===== src/rtl/tx_ctrl_pkg.sv =====
// Shared definitions for the serial transmit control path: FSM state codes,
// baud timing constants and the frame-length helper.
package tx_ctrl_pkg;

  typedef enum logic [1:0] {
    ST_IDLE = 2'd0,
    ST_WAIT = 2'd1,
    ST_DATA = 2'd2,
    ST_STOP = 2'd3
  } tx_state_e;

  localparam int BIT_CYC = 100;
  localparam int BPS_MID = 50;

  // Cycles occupied on the line by one frame: start + payload + stop bits.
  function automatic int frame_cycles(input int data_w, input int stop_bits);
    return BIT_CYC * (1 + data_w + stop_bits);
  endfunction

endpackage


===== src/rtl/tx_arbiter_module_if.sv =====
// Requester-side bus of the transmit arbiter: level requests with their data,
// and the arbiter's acknowledge / grant / status returns.
interface tx_arbiter_module_if #(
  parameter int N_REQ  = 4,
  parameter int DATA_W = 8
);
  import tx_ctrl_pkg::*;

  logic [N_REQ-1:0]        Req;
  logic [N_REQ*DATA_W-1:0] Req_Data;
  logic [N_REQ-1:0]        Ack;
  logic [N_REQ-1:0]        Grant;
  logic                    Busy;
  logic                    Done;

  modport master (
    output Req, Req_Data,
    input  Ack, Grant, Busy, Done
  );

  modport slave (
    input  Req, Req_Data,
    output Ack, Grant, Busy, Done
  );

endinterface


===== src/rtl/rr_arbiter.sv =====
// Combinational round-robin picker: one-hot winner is the first set request
// at or after the pointer, wrapping modulo N_REQ.
module rr_arbiter
  import tx_ctrl_pkg::*;
#(
  parameter int N_REQ = 4,
  parameter int PTR_W = $clog2(N_REQ)
) (
  input  logic [N_REQ-1:0] Req,
  input  logic [PTR_W-1:0] Ptr,
  output logic [N_REQ-1:0] Winner,
  output logic             any_req
);

  logic [PTR_W:0] pos;
  logic           found;

  always_comb begin
    Winner = '0;
    found  = 1'b0;
    pos    = '0;
    for (int k = 0; k < N_REQ; k++) begin
      pos = {1'b0, Ptr} + (PTR_W+1)'(k);
      if (pos >= (PTR_W+1)'(N_REQ)) pos = pos - (PTR_W+1)'(N_REQ);
      if (!found && Req[pos[PTR_W-1:0]]) begin
        Winner[pos[PTR_W-1:0]] = 1'b1;
        found                  = 1'b1;
      end
    end
  end

  assign any_req = |Req;

endmodule


===== src/rtl/tx_arbiter_module.sv =====
// Round-robin scheduler sharing one serial TX line among N_REQ byte requesters;
// frame bits are stepped by the baud generator's mid-bit BPS_CLK tick.
module tx_arbiter_module
  import tx_ctrl_pkg::*;
#(
  parameter int N_REQ     = 4,
  parameter int DATA_W    = 8,
  parameter int STOP_BITS = 1
) (
  input  logic                CLK,
  input  logic                RST,
  tx_arbiter_module_if.slave  req_bus,
  output logic                Count_Sig,
  input  logic                BPS_CLK,
  output logic                TX_Pin_Out
);

  localparam int PTR_W = $clog2(N_REQ);
  localparam int IDX_W = $clog2(DATA_W + 1);

  localparam logic [1:0] S_IDLE = ST_IDLE;
  localparam logic [1:0] S_WAIT = ST_WAIT;
  localparam logic [1:0] S_DATA = ST_DATA;
  localparam logic [1:0] S_STOP = ST_STOP;

  logic [1:0]        state_reg;
  logic [DATA_W-1:0] shift_reg;
  logic [IDX_W-1:0]  idx_reg;
  logic [1:0]        stop_reg;
  logic [PTR_W-1:0]  ptr_reg;
  logic [N_REQ-1:0]  grant_reg;
  logic [N_REQ-1:0]  ack_reg;
  logic              busy_reg;
  logic              done_reg;
  logic              count_reg;
  logic              tx_reg;

  logic [N_REQ-1:0]  winner;
  logic              any_req;
  logic [PTR_W-1:0]  ptr_next;
  logic [DATA_W-1:0] sel_data;
  logic [DATA_W-1:0] lane_masked [N_REQ];

  rr_arbiter #(.N_REQ(N_REQ)) u_rr (
    .Req     (req_bus.Req),
    .Ptr     (ptr_reg),
    .Winner  (winner),
    .any_req (any_req)
  );

  // Only the winner's lane reaches the shift register; other lanes are masked off.
  genvar gi;
  generate
    for (gi = 0; gi < N_REQ; gi++) begin : g_lane
      assign lane_masked[gi] = winner[gi] ? req_bus.Req_Data[gi*DATA_W +: DATA_W] : '0;
    end
  endgenerate

  always_comb begin
    sel_data = '0;
    ptr_next = '0;
    for (int i = 0; i < N_REQ; i++) begin
      sel_data = sel_data | lane_masked[i];
      if (winner[i]) ptr_next = (i == N_REQ - 1) ? '0 : PTR_W'(i + 1);
    end
  end

  always_ff @(posedge CLK) begin
    if (RST) begin
      state_reg <= S_IDLE;
      shift_reg <= '0;
      idx_reg   <= '0;
      stop_reg  <= '0;
      ptr_reg   <= '0;
      grant_reg <= '0;
      ack_reg   <= '0;
      busy_reg  <= 1'b0;
      done_reg  <= 1'b0;
      count_reg <= 1'b0;
      tx_reg    <= 1'b1;
    end else begin
      ack_reg  <= '0;
      done_reg <= 1'b0;
      case (state_reg)
        S_IDLE: begin
          if (any_req) begin
            shift_reg <= sel_data;
            grant_reg <= winner;
            ack_reg   <= winner;
            busy_reg  <= 1'b1;
            count_reg <= 1'b1;
            ptr_reg   <= ptr_next;
            state_reg <= S_WAIT;
          end
        end
        S_WAIT: begin
          if (BPS_CLK) begin
            tx_reg    <= 1'b0;
            idx_reg   <= '0;
            state_reg <= S_DATA;
          end
        end
        S_DATA: begin
          if (BPS_CLK) begin
            if (idx_reg == IDX_W'(DATA_W)) begin
              tx_reg    <= 1'b1;
              stop_reg  <= '0;
              state_reg <= S_STOP;
            end else begin
              // Shifting right presents shift[idx] at bit 0, LSB first.
              tx_reg    <= shift_reg[0];
              shift_reg <= shift_reg >> 1;
              idx_reg   <= idx_reg + 1'b1;
            end
          end
        end
        S_STOP: begin
          if (BPS_CLK) begin
            if (stop_reg == 2'(STOP_BITS - 1)) begin
              count_reg <= 1'b0;
              grant_reg <= '0;
              busy_reg  <= 1'b0;
              done_reg  <= 1'b1;
              tx_reg    <= 1'b1;
              state_reg <= S_IDLE;
            end else begin
              stop_reg <= stop_reg + 1'b1;
            end
          end
        end
        default: state_reg <= S_IDLE;
      endcase
    end
  end

  assign req_bus.Ack   = ack_reg;
  assign req_bus.Grant = grant_reg;
  assign req_bus.Busy  = busy_reg;
  assign req_bus.Done  = done_reg;
  assign Count_Sig     = count_reg;
  assign TX_Pin_Out    = tx_reg;

endmodule

===== src/flat_wrapper.sv =====
// flat-port wrapper written by rule: the top's interface ports become plain ports
module tx_arbiter_module_flat import tx_ctrl_pkg::*;
#(
  parameter int N_REQ     = 4,
  parameter int DATA_W    = 8,
  parameter int STOP_BITS = 1
)
  (CLK, RST, Count_Sig, BPS_CLK, TX_Pin_Out, req_bus_Req, req_bus_Req_Data, req_bus_Ack, req_bus_Grant, req_bus_Busy, req_bus_Done);
  tx_arbiter_module_if #(.N_REQ(N_REQ), .DATA_W(DATA_W)) req_bus_i ();
  input  logic CLK;
  input  logic RST;
  output logic Count_Sig;
  input  logic BPS_CLK;
  output logic TX_Pin_Out;
  input wire logic [$bits(req_bus_i.Req)-1:0] req_bus_Req;
  input wire logic [$bits(req_bus_i.Req_Data)-1:0] req_bus_Req_Data;
  output wire logic [$bits(req_bus_i.Ack)-1:0] req_bus_Ack;
  output wire logic [$bits(req_bus_i.Grant)-1:0] req_bus_Grant;
  output wire logic [$bits(req_bus_i.Busy)-1:0] req_bus_Busy;
  output wire logic [$bits(req_bus_i.Done)-1:0] req_bus_Done;
  assign req_bus_i.Req = req_bus_Req;
  assign req_bus_i.Req_Data = req_bus_Req_Data;
  assign req_bus_Ack = req_bus_i.Ack;
  assign req_bus_Grant = req_bus_i.Grant;
  assign req_bus_Busy = req_bus_i.Busy;
  assign req_bus_Done = req_bus_i.Done;
  tx_arbiter_module #(.N_REQ(N_REQ), .DATA_W(DATA_W), .STOP_BITS(STOP_BITS)) u_core (.CLK(CLK), .RST(RST), .req_bus(req_bus_i), .Count_Sig(Count_Sig), .BPS_CLK(BPS_CLK), .TX_Pin_Out(TX_Pin_Out));
endmodule

===== config.mk =====
export PLATFORM = sky130hd
export DESIGN_NAME = tx_arbiter_module_flat
export DESIGN_NICKNAME = d
export VERILOG_FILES = /design/src/rtl/tx_ctrl_pkg.sv /design/src/rtl/tx_arbiter_module_if.sv /design/src/rtl/rr_arbiter.sv /design/src/rtl/tx_arbiter_module.sv /design/src/flat_wrapper.sv
export SDC_FILE = /design/constraint.sdc
export NUM_CORES = 1
export LEC_CHECK = 0
export CAP_MARGIN = 20
export CORE_ASPECT_RATIO = 0.8
export CORE_MARGIN = 8
export CORE_UTILIZATION = 49
export DETAILED_ROUTE_END_ITERATION = 12
export GPL_ROUTABILITY_DRIVEN = 0
export PLACE_DENSITY = 0.81
export SKIP_LAST_GASP = 1
export SYNTH_ARGS = -nofsm -noshare
export SYNTH_HDL_FRONTEND = slang
export SYNTH_SLANG_ARGS = --single-unit

===== constraint.sdc =====
create_clock -name CLK -period 3.6 [get_ports CLK]
set_clock_uncertainty 0.05 [all_clocks]
set_input_delay 0.9 -clock CLK [delete_from_list [all_inputs] [get_ports CLK]]
set_output_delay 0.9 -clock CLK [all_outputs]
set_load 0.02 [all_outputs]

==> results of run 1 <==
==> cell families after synthesis <==
group,share of synthesized area [%]
AO/OA/AOI/OAI,27.85
flip-flops,30.05
buffers and inverters,5.829
XOR/XNOR,1.360
adder cells (fa/ha/maj),8.420
AND/OR/NAND/NOR,20.92
multiplexers,5.570
==> metal layers <==
metal | part of all wire [%] | wire length, µm
met1 | 46 | 2354
met2 | 45 | 2274
met3 | 8.3 | 421
met4 | 0.88 | 45
met5 | 0 | 0
==> power groups by stage <==
stage | sequential, W | combinational (W) | clock (W)
6_report | 0.000498 | 0.00101 | 0.000295
5_1_grt | 0.000509 | 0.00110 | 0.000314
4_1_cts | 0.000496 | 0.00101 | 0.000299
3_5_place_dp | 0.000499 | 0.000996 | 0
3_3_place_gp | 0.000498 | 0.000981 | 0
2_1_floorplan | 0.000535 | 0.000672 | 0
==> synth_stat cells, types with 2 or more instances <==
cell type / number
buf_2: 3
a221oi_1: 4
a21oi_1: 4
xor2_1: 2
buf_1: 2
mux4_2: 3
inv_1: 14
ha_1: 13
nand2_1: 21
clkbuf_1: 6
o21ai_0: 9
a22oi_1: 17
nor2b_1: 5
a31oi_1: 8
nand3_1: 4
o21a_1: 2
dfxtp_1: 29
a21o_1: 3
o211ai_1: 2
nor2_1: 25
nand2b_1: 13
nor3_1: 2
a221oi_2: 4
a22o_1: 2
a221o_1: 3
buf_4: 2
mux2i_1: 4
==> through the flow <==
stage          area, µm²  setup slack, ns  power, W
5_1_grt             2587           0.4065  0.001925
6_report            2587           0.5293  0.001801
3_3_place_gp        2486           0.3740  0.001478
3_5_place_dp        2486           0.3026  0.001495
4_1_cts             2587           0.5908  0.001801
2_1_floorplan       1932           0.8452  0.001207
==> cell type report <==
type,count,area (µm²),area share (%)
multi-input combinational,175,1239,47.87
sequential,29,580.6,22.44
timing repair buffer,56,545.5,21.08
clock buffer,7,96.34,3.723
tap,55,68.82,2.660
inverter,14,52.55,2.031
clock inverter,1,5.005,0.1934
==> worst max-delay path: stages <==
cell and delay (ns):
clkdlybuf4s50_1 0.54, nand2b_1 0.20, mux4_2 0.48, nor2_2 0.24
a221o_1 0.45, a22oi_1 0.18, a31oi_1 0.22
==> path summary, 6_finish.rpt <==
| path | startpoint | endpoint | slack (ns) | cells past startpoint |
|---|---|---|---|---|
| setup / recovery | req_bus_Req[1] | u_core.shift_reg[0] | 0.53 | 7 |
| hold / removal | u_core.TX_Pin_Out | u_core.TX_Pin_Out | 0.44 | 2 |
| setup reg to reg | u_core.ptr_reg[1] | u_core.shift_reg[0] | 0.67 | 7 |
| hold reg to reg | u_core.TX_Pin_Out | u_core.TX_Pin_Out | 0.44 | 2 |
==> reports/qor.yml, run 1 <==
status:
  status: "completed"
route:
  via_per_inst: 5.620
  wl_per_cell_um: 15.12
  drtPass1Iterations: 4
  route.detailed.drc: 0
  wl_um: 5095
  dr.first_iter.drc_count: 134
  vias: 1894
  drtAntennaViolNets: 0
pwr:
  pwr-share-comb_pct: 56.0
  leakagePower_nw: 1.008
  power-per-cell-area_nw_per_um2: 695.9
  power_frac_clock_pct: 16.4
  seqPwrFrac_pct: 27.7
  switching_share_pct: 41.78
  vdd_ir_drop_max_mv: 0.5279
  p_sw_w: 0.0007524
  p_int_w: 0.001048
setup_path:
  setup.worst_path.class: "primary input to register"
  cp-end-kind: "register"
  path_max_fanout: 11
  cp.required_ns: 3.75
  cp-start-kind: "primary input"
  arrival_ns: 3.22
die:
  start_util_pct: 50.79
  ios: 51
  die_x_um: 86.20
  rows: 20
  dieArea_um2: 6220
  fp.dieH_um: 72.16
  core_um2: 3804
sta:
  rsz0062_at_grt: "false"
  fin_crit_ns: 3.071
  hold_violations: 0
  setup_tns_ns: 0
  max_freq_mhz: 325.7
  holdWs_ns: 0.4416
  setup_viol: 0
  tightest_slew_ns: 0.4352
  relSlewSlack_pct: 70.72
  period_share_pct: 85.30
  timing.final.max_slew_violations: 0
clock_tree:
  hold_buffers: 0
  cts_sinks: 29
  ctsResizeCount: 0
  clk_latency_ns: 0.28
  clockBufferDepth: 2
  htree_levels: 2
  cts.clk_slew.worst_paths_ns: 0.06
  cts_root_buffer: "clkbuf_8"
  cts_buffers: 5
  post_cts_buffers: 0
  cts_tree: "built"
synthesis:
  syn-instance-count: 231
  synth_edf_count: 0
  ys.flop_type: "dfxtp_1"
  netlist_area_um2: 1932
  synth_top_cell_area_share_pct: 30.05
  yosysWarnings: 0
  synth_seq_area_share_pct: 30.05
  yosys-top-cells-area: "dfxtp_1 30%, ha_1 8.4%, a22oi_1 6.6%"
  syn-num-nets: 283
  yosysTopAreaCell: "dfxtp_1"
  avgSynthCellArea_um2: 8.363
  synth_seq_cells: 29
  synth_cell_type_count: 52
  ys_async_sr_fraction_pct: 0
global_route:
  grt_max_degree: 25
  track_usage_pct: 16.28
  met3_usage_pct: 6.321
  grt_use_met1_pct: 19.38
  grt_pass1_vias: 1763
  gr-total-overflow: 0
  grt_use_met2_pct: 26.17
  busiest_layer: "met2"
  grt_pass1_wl_um: 8155
  antenna_found_initial: 0
final_layout:
  final_common_cell: "clkdlybuf4s50_1"
  largest_reg_flops: 8
  stdcell_count: 337
  post-route-util_pct: 68.03
  drive_gt1_share_pct: 8.511
  diodes: 0
  final_nets: 333
  final_cell_mix: "50 x clkdlybuf4s50_1, 29 x dfxtp_1, 25 x nor2_1"
  synthToLayoutAreaGrowth_pct: 33.94
  n_fill_cell: 324
placement:
  hpwl_um: 3812
  io_buffers: 50
  dp_cells: 329
hold_path:
  worstHoldPathType: "register to register"
job:
  maxCapViolations: 0
(Power assumes the default switching activity.)
==> run 2: changes to the inputs <==
--- a/config.mk
+++ b/config.mk
@@ -5,7 +5,7 @@
 export SDC_FILE = /design/constraint.sdc
 export NUM_CORES = 1
 export LEC_CHECK = 0
-export CAP_MARGIN = 20
+export CAP_MARGIN = 30
 export CORE_ASPECT_RATIO = 0.8
 export CORE_MARGIN = 8
 export CORE_UTILIZATION = 49
==> results of run 2 <==
No change in the layout: final DEF, timing and power equal those of run 1.
